### src/rtl/hilo_pkg.sv
// hilo_pkg: op encodings, FSM state type and multiply-latency legalisation for hilo_muldiv_unit
package hilo_pkg;
  localparam logic [2:0] OP_MULT  = 3'd0;
  localparam logic [2:0] OP_MULTU = 3'd1;
  localparam logic [2:0] OP_DIV   = 3'd2;
  localparam logic [2:0] OP_DIVU  = 3'd3;
  localparam logic [2:0] OP_MTHI  = 3'd4;
  localparam logic [2:0] OP_MTLO  = 3'd5;
  localparam logic [2:0] OP_MADD  = 3'd6;
  localparam logic [2:0] OP_MSUB  = 3'd7;
  typedef enum logic [1:0] {IDLE, MUL, DIV, FIX} state_t;
  function automatic int legal_mul_lat(input int l);
    return (l < 1) ? 1 : l;
  endfunction
endpackage

### src/rtl/hilo_div_step.sv
// hilo_div_step: one restoring-division iteration (shift in a dividend bit, trial subtract, restore on borrow)
module hilo_div_step #(
  parameter int WIDTH = 32
) (
  input  logic [WIDTH-1:0] rem,
  input  logic             bit_in,
  input  logic [WIDTH-1:0] divisor,
  output logic [WIDTH-1:0] rem_nxt,
  output logic             q_bit
);
  logic [WIDTH:0] shifted, trial;
  // a borrow out of the trial subtraction means the divisor did not fit this step
  always_comb begin
    shifted = {rem, bit_in};
    trial   = shifted - {1'b0, divisor};
    q_bit   = ~trial[WIDTH];
    rem_nxt = q_bit ? trial[WIDTH-1:0] : shifted[WIDTH-1:0];
  end
endmodule

### src/rtl/hilo_muldiv_unit.sv
// hilo_muldiv_unit: multi-cycle mul/div engine owning HI/LO; define HILO_MADD_EN to enable MADD/MSUB
module hilo_muldiv_unit
  import hilo_pkg::*;
#(
  parameter int WIDTH   = 32,
  parameter int MUL_LAT = 3
) (
  input  logic             clk,
  input  logic             rst_n,
  input  logic             start,
  input  logic [2:0]       op,
  input  logic [WIDTH-1:0] src_a,
  input  logic [WIDTH-1:0] src_b,
  input  logic             flush,
  output logic             busy,
  output logic             done,
  output logic             div_by_zero,
  output logic [WIDTH-1:0] hi,
  output logic [WIDTH-1:0] lo
);
  localparam int LAT = legal_mul_lat(MUL_LAT);
  localparam int CW  = $clog2(WIDTH + LAT + 1);
  state_t             state, nxt;
  logic [CW-1:0]      cnt;
  logic [2*WIDTH-1:0] prod, ext_a, ext_b, mul_res;
  logic [WIDTH-1:0]   rem, quo, dvs, abs_a, abs_b, rem_nxt;
  logic [2:0]         mul_op;
  logic               q_bit, neg_q, neg_r, sg, accept, is_mul, is_div, div_op;

  assign accept = start & ~flush & (state == IDLE);
  assign sg     = (op == OP_MULT) | (op == OP_DIV) | (op == OP_MADD) | (op == OP_MSUB);
  assign div_op = (op == OP_DIV) | (op == OP_DIVU);
  assign is_div = div_op & (src_b != '0);
`ifdef HILO_MADD_EN
  assign is_mul = (op == OP_MULT) | (op == OP_MULTU) | (op == OP_MADD) | (op == OP_MSUB);
`else
  assign is_mul = (op == OP_MULT) | (op == OP_MULTU);
`endif
  assign ext_a   = {{WIDTH{sg & src_a[WIDTH-1]}}, src_a};
  assign ext_b   = {{WIDTH{sg & src_b[WIDTH-1]}}, src_b};
  assign abs_a   = (sg & src_a[WIDTH-1]) ? -src_a : src_a;
  assign abs_b   = (sg & src_b[WIDTH-1]) ? -src_b : src_b;
  assign mul_res = (mul_op == OP_MADD) ? {hi, lo} + prod : (mul_op == OP_MSUB) ? {hi, lo} - prod : prod;
  assign busy    = state != IDLE;

  hilo_div_step #(.WIDTH(WIDTH)) u_step (
    .rem    (rem),
    .bit_in (quo[WIDTH-1]),
    .divisor(dvs),
    .rem_nxt(rem_nxt),
    .q_bit  (q_bit)
  );

  // state register
  always_ff @(posedge clk or negedge rst_n) begin
    if (!rst_n) state <= IDLE;
    else        state <= nxt;
  end

  // next state: countdowns finish MUL/DIV, FIX always completes, flush aborts anything in flight
  always_comb begin
    nxt = state;
    case (state)
      IDLE:    nxt = !accept ? IDLE : is_mul ? MUL : is_div ? DIV : IDLE;
      MUL:     nxt = (cnt == '0) ? IDLE : MUL;
      DIV:     nxt = (cnt == '0) ? FIX : DIV;
      default: nxt = IDLE;
    endcase
    if (flush) nxt = IDLE;
  end

  // datapath: latch operands on accept, iterate, and commit HI/LO with a Done pulse unless flushed
  always_ff @(posedge clk or negedge rst_n) begin
    if (!rst_n) begin
      hi          <= '0;
      lo          <= '0;
      done        <= 1'b0;
      div_by_zero <= 1'b0;
      cnt         <= '0;
      prod        <= '0;
      rem         <= '0;
      quo         <= '0;
      dvs         <= '0;
      mul_op      <= '0;
      neg_q       <= 1'b0;
      neg_r       <= 1'b0;
    end else begin
      done        <= 1'b0;
      div_by_zero <= 1'b0;
      if (accept) begin
        if (is_mul) begin
          prod   <= ext_a * ext_b;
          mul_op <= op;
          cnt    <= CW'(LAT - 1);
        end else if (is_div) begin
          rem   <= '0;
          quo   <= abs_a;
          dvs   <= abs_b;
          neg_q <= sg & (src_a[WIDTH-1] ^ src_b[WIDTH-1]);
          neg_r <= sg & src_a[WIDTH-1];
          cnt   <= CW'(WIDTH - 1);
        end else begin
          done        <= 1'b1;
          div_by_zero <= div_op;
          hi          <= (op == OP_MTHI || div_op) ? src_a : hi;
          lo          <= div_op ? '1 : (op == OP_MTLO) ? src_a : lo;
        end
      end else if (state == MUL) begin
        cnt <= cnt - 1'b1;
        if (cnt == '0 && !flush) begin
          {hi, lo} <= mul_res;
          done     <= 1'b1;
        end
      end else if (state == DIV) begin
        rem <= rem_nxt;
        quo <= {quo[WIDTH-2:0], q_bit};
        cnt <= cnt - 1'b1;
      end else if (state == FIX && !flush) begin
        lo   <= neg_q ? -quo : quo;
        hi   <= neg_r ? -rem : rem;
        done <= 1'b1;
      end
    end
  end
endmodule

### config.mk
export PLATFORM = sky130hd
export DESIGN_NAME = hilo_muldiv_unit
export DESIGN_NICKNAME = d
export VERILOG_FILES = /design/src/rtl/hilo_pkg.sv /design/src/rtl/hilo_div_step.sv /design/src/rtl/hilo_muldiv_unit.sv
export SDC_FILE = /design/constraint.sdc
export NUM_CORES = 2
export LEC_CHECK = 0
export CAP_MARGIN = 25
export CELL_PAD_IN_SITES_DETAIL_PLACEMENT = 1
export CELL_PAD_IN_SITES_GLOBAL_PLACEMENT = 2
export CORE_UTILIZATION = 39
export CTS_BUF_LIST = sky130_fd_sc_hd__clkbuf_16
export DETAILED_ROUTE_END_ITERATION = 8
export GPL_TIMING_DRIVEN = 0
export PLACE_DENSITY_LB_ADDON = 0.1
export SLEW_MARGIN = 25
export SYNTH_ARGS = -nofsm -noshare
export SYNTH_HDL_FRONTEND = slang
export SYNTH_SLANG_ARGS = --single-unit
### constraint.sdc
create_clock -name clk -period 5 [get_ports clk]
set_input_delay 0.5 -clock clk [delete_from_list [all_inputs] [get_ports clk]]
set_output_delay 0.5 -clock clk [all_outputs]
set_load 0.005 [all_outputs]
After elaboration in Yosys (flattened, before gate mapping)

Cells that the tools add are included.

Bitwise logic cells: 15
$mul: 1
Reduce and logical (&&, ||, !) cells: 18
Shift operators: 0
Equality and inequality tests: 21
Divide/modulo/power cells: 0
Multiplexer cells: 56
$lt $le $gt $ge: 0
$add $sub $neg: 8

Operators with widths:

| operator            | number |
|---|---|
| $mux 32             | 32 |
| $mux 64             | 2 |
| $neg 32->32         | 4 |
| $add 64x64->64      | 1 |
| $mul 33x33->64      | 1 |
| $sub 64x64->64      | 1 |
| $sub 33x32->33      | 1 |
| $reduce_bool 32->1  | 1 |
| $mux 6              | 5 |
| $eq 3x3->1 const B  | 6 |
| $mux 1              | 12 |
| $reduce_and 6->1    | 2 |
| $mux 2              | 4 |
| $and 1x1->1         | 6 |
| $eq 3x2->1 const B  | 2 |
| $logic_not 6->1     | 1 |
| $ne 2x2->1 const B  | 3 |
| $ne 3x1->1 const B  | 2 |
| $pmux 2 s3          | 1 |
| $reduce_bool 3->1   | 2 |
| $sub 6x1->6 const B | 1 |
| $or 1x1->1          | 5 |
| $eq 2x2->1 const B  | 2 |
| $ne 2x1->1 const B  | 2 |
| other kinds (15)    | 20 |

Input port bits: 71
Memory bits (writable): 0
Bits in latches: 0
ROM bits: 0
Flip-flop bits (word level): 239
Memories kept: 0
Output and inout port bits: 67

Longest topological paths before layout

Depth in word-level cells: 9
Mapped depth: 37
Mapped depth without buffers: 33

Modules after synthesis

Synthesis repeated with hierarchy kept, for this count alone.

Cells, all modules: 7269
Area, all modules: 61032.3 um2

By module, submodules not included:

| module           | seq. area each (um2) | cells each | area an instance (um2) | times used |
|---|---|---|---|---|
| hilo_muldiv_unit | 5980.7               | 6964       | 58673.8                | 1 |
| hilo_div_step    | 0.0                  | 305        | 2358.5                 | 1 |

Worst setup path after synthesis

Ideal clock, no wire load.

Path type: input-to-reg
Start: input op[1]
End: register prod[56]
Stages on the path: 32
Path slack: -3.734 ns
Data arrival time: 8.588 ns
Library setup time: 0.146 ns
Cell sequence: nand2b_1 o21a_1 and2_1 clkbuf_1 clkbuf_1 buf_1 nand2_1 inv_1 fa_1 fa_1 fa_1 inv_1 fa_1 inv_1 fa_1 inv_1 fa_1 fa_1 fa_1 inv_1 ha_1 and3_1 and3_1 nand2_1 or3_1 o21ai_1 a21o_1 a21oi_1 o21ai_0 a21boi_0 mux2i_1 o311ai_0

Longest elaborated chain between the ends: 6
Elaborated cells between the ends (all ways): 13
Those cells by class: 1 x mul; 4 x eq/ne; 6 x bitwise; 2 x reduce/logical

RTL lines:

| item                                          | RTL line                                       | RTL |
|---|---|---|
| from (decl)                                   | hilo_muldiv_unit.sv:11                         | `input logic [2:0] op,` |
| $eq 3x2->1 or $logic_not 3->1 (tied branches) | hilo_muldiv_unit.sv:31, hilo_muldiv_unit.sv:37 |  |
| $or 1x1->1 (3 in a row)                       | hilo_muldiv_unit.sv:31                         | `assign sg = (op == OP_MULT) \| (op == OP_DIV) \| (op == OP_MADD) \| (op == OP_MSUB);` |
| $and 1x1->1 (on tied branches)                | hilo_muldiv_unit.sv:39, hilo_muldiv_unit.sv:40 |  |
| $mul 33x33->64                                | hilo_muldiv_unit.sv:92                         | `prod <= ext_a * ext_b;` |
| to (signal assigned)                          | hilo_muldiv_unit.sv:92                         |  |
| to (decl)                                     | hilo_muldiv_unit.sv:25                         | `logic [2*WIDTH-1:0] prod, ext_a, ext_b, mul_res;` |

Several ways; a longest one is shown, not always the timed one.
A chain may end at the register's enable or synchronous reset.

Final worst setup path

Start: input op[2]
End: register prod[63]

Same word-level chain as after synthesis.

==> reports/results.tsv <==
stage	metric	value	unit
route	routed via count	52500	
placement	Placer Congestion	0.963	
timing	Worst Tran Pin Value	1.14	ns
route	Antenna Nets Post-Route	0	
timing	final setup TNS	-116.65	ns
clocking	# clock sinks	239	
clocking	root buf cell	clkbuf_16	
clocking	Bufs on Longest Clock Path	3	
synth	largest cells by area after synthesis	fa_1 38%, dfrtp_1 10%, inv_1 7.9%, ha_1 7.8%, nand2_1 6.6%	
synth	Seq cells post-synth	239	
outcome	status	finished, violations left	
global_route	first-pass GRT wire length	402000	µm
synth	Main synth FF type	dfrtp_1	
finish	Reg area	5980	µm²
worst_setup_path	Crit Path Max Fanout	7	
global_route	vias in the first global route	56200	
timing	f_max	121	MHz
floorplan	Core Box Area	152000	µm²
synth	register area share after synthesis	9.97	%
route	via/cell ratio	5.55	
synth	largest area contributor in the netlist	fa_1	
finish	multi-input logic area	49200	µm²
synth	synth cell count leaders	1268 x inv_1, 1128 x fa_1, 1047 x nand2_1, 376 x ha_1, 362 x and2_1	
worst_setup_path	startpoint types	input pin	
global_route	grt ovf	0	
synth	Synth Net Count	8635	
route	drt first-iter violations	3640	
clocking	CTS Buf Count	25	
timing	Final period util	165	%
outcome	failing checks	negative setup slack	
finish	Layout Cells excl Fill	9462	
clocking	TritonCTS clock tree	built	
finish	area grow syn2layout	17.4	%
global_route	largest net degree at the start of global routing	83	
timing	final-report max-slew violation count	0	
synth	share of the synthesized area in the top cell type	37.6	%
timing	WHS	0.175	ns
floorplan	Die Y	394	µm
timing	Worst Skew	0.0226	ns
timing	RSZ-0062 raised after global routing	true	
floorplan	Placement Rows	143	
finish	Final Instance Area	70400	µm²
synth	yosys warns	0	
worst_setup_path	CP Data Arrival Time	8.67	ns
placement	# port buffers	100	
route	TritonRoute pass-1 iters	5	
floorplan	Top Ports	138	
worst_hold_path	Hold Path Cell Cnt	3	
synth	EDFF count, synth	0	
worst_setup_path	slowest cell on the critical path	fa_2	
timing	setup violators final	54	
finish	layout cell share with drive strength beyond 1	12.6	%
timing	Period minus WS final	8.26	ns
worst_setup_path	Register-to-Register Path Depth	15	
floorplan	DIE AREA	155000	µm²
flow_run	max capacitance violation total	0	
route	DRC errors left	0	
finish	# fillers	17700	
timing	Slew HR	23.2	%
floorplan	Initial Util	39.4	%
worst_setup_path	CP Capture Type	flip-flop	
global_route	GRT Total Usage	35.9	%
clocking	Clk pin slew, worst setup/hold paths	0.07	ns
placement	Post-DP Area	64700	µm²
worst_hold_path	Hold Path Class	input pin to flip-flop	
synth	most common cell in the netlist	inv_1	
route	wire per inst	29.8	µm
synth	synth unique cells	104	
synth	Syn Inst Count	7060	
synth	Mapped Avg Cell Area	8.50	µm²
worst_setup_path	worst setup path category	input pin to flip-flop	
global_route	initial antenna violation count	21	
clocking	htree depth	1	
placement	Cells after DPL	9200	
timing	final hold viol count	0	
timing	Final WS setup	-3.26	ns
synth	Cell Area, Synth	60000	µm²
placement	Post-DP HPWL	227000	µm
worst_setup_path	Req. time, crit path	5.42	ns
worst_setup_path	CP peak stage delay	0.63	ns
clocking	clk_lat worst skew	0.58	ns
finish	final-stage net count	8977	
floorplan	die width	394	µm
synth	Async SR Flop Fraction	100	%
route	final WL	282000	µm
[sequential cells by signal, indices dropped and copies added (netlist names)]
| register | flops |
|---|---|
| done | 1 |
| rem | 32 |
| hi | 32 |
| dvs | 32 |
| div_by_zero | 1 |
| neg_q | 1 |
| lo | 32 |
| cnt | 6 |
| quo | 32 |
| neg_r | 1 |
| prod | 64 |
| mul_op | 3 |
| state | 2 |
[per-stage QoR]
stage          setup slack, ns  util (%)
2_1_floorplan            -3.17         -
3_5_place_dp             -6.09      42.5
3_3_place_gp             -7.62      42.3
6_report                 -3.26      46.2
4_1_cts                  -3.30      45.1
5_1_grt                  -3.45      46.2
[layout make-up]
type	instances	area share, %
Buffer	427	5.22
Antenna cell	13	0.0462
Clock inverter	19	0.227
Timing Repair Buffer	335	4.79
Sequential cell	239	8.49
Clock buffer	25	0.889
Tap cell	2030	3.61
Inverter	1273	6.84
Multi-Input combinational cell	5101	69.9
[critical path, delay by kind of cell]
kind | cells | cell delay (ns)
AND/OR/NAND/NOR | 6 | 0.70
AO/OA/AOI/OAI | 9 | 1.64
adder cells (fa/ha/maj) | 9 | 4.63
XOR/XNOR | 1 | 0.18
buffers and inverters | 8 | 0.97
[per-layer routing]
metal | routed length [µm] | vias up | GRT usage (%)
met5 | 36 | - | 0
met4 | 16300 | 6 | 17.6
met3 | 20300 | 463 | 5.17
met2 | 131000 | 1774 | 58.6
met1 | 114000 | 27500 | 46.5
li1 | - | 22800 | -
[layout by cell type, fill, tap and decap left out, types with 44 or more instances in the layout]
cell and instances:
fa_2 65, o21ai_0 285, buf_2 46, clkbuf_16 60, dfrtp_1 239, fa_1 1063, a21o_1 88, inv_1 1230
nor2_1 238, clkbuf_1 153, nand2_1 1026, buf_6 90, a21oi_1 320, ha_1 343, nor3_1 56, xnor2_1 175
o21bai_1 49, and2_1 345, clkbuf_4 44, buf_4 181, o21ai_1 77, o22ai_1 47, xor2_1 71, clkdlybuf4s50_1 70
[logic make-up (layout without fill, tap and decap cells)]
kind of cell | after synthesis | count (layout) | synth area share, %
DFF | 239 | 239 | 9.97
adders and majority gates | 1504 | 1504 | 45.5
buffers and inverters | 1720 | 2079 | 10.9
AOI/OAI and AO/OA | 1248 | 1248 | 13.0
muxes | 43 | 43 | 0.728
other | 0 | 13 | 0
xor gates and xnor gates | 278 | 278 | 4.06
and+or+nand+nor | 2028 | 2028 | 15.8
[worst paths after layout]
kind	slack, ns	to	from
setup / recovery	-3.26	prod[63]	op[2]
hold / removal	0.18	mul_op[0]	op[0]
setup reg to reg	0.21	hi[25]	prod[22]
hold reg to reg	0.51	mul_op[2]	mul_op[2]
max in group asynchronous	3.59	dvs[26]	rst_n
min in group asynchronous	0.33	lo[13]	rst_n
[repair_timing]
action                     4_1_cts  5_1_grt
hold endpoints to repair        32        0
setup endpoints to repair       59       62
buffers inserted               126       94
gates cloned                     0        9
hold buffers                     1        0
pin swaps                      137      163
resized for setup              643      418
Power is not shown: default switching activity piles up to over one toggle a cycle in this logic, so the estimate is an artifact.
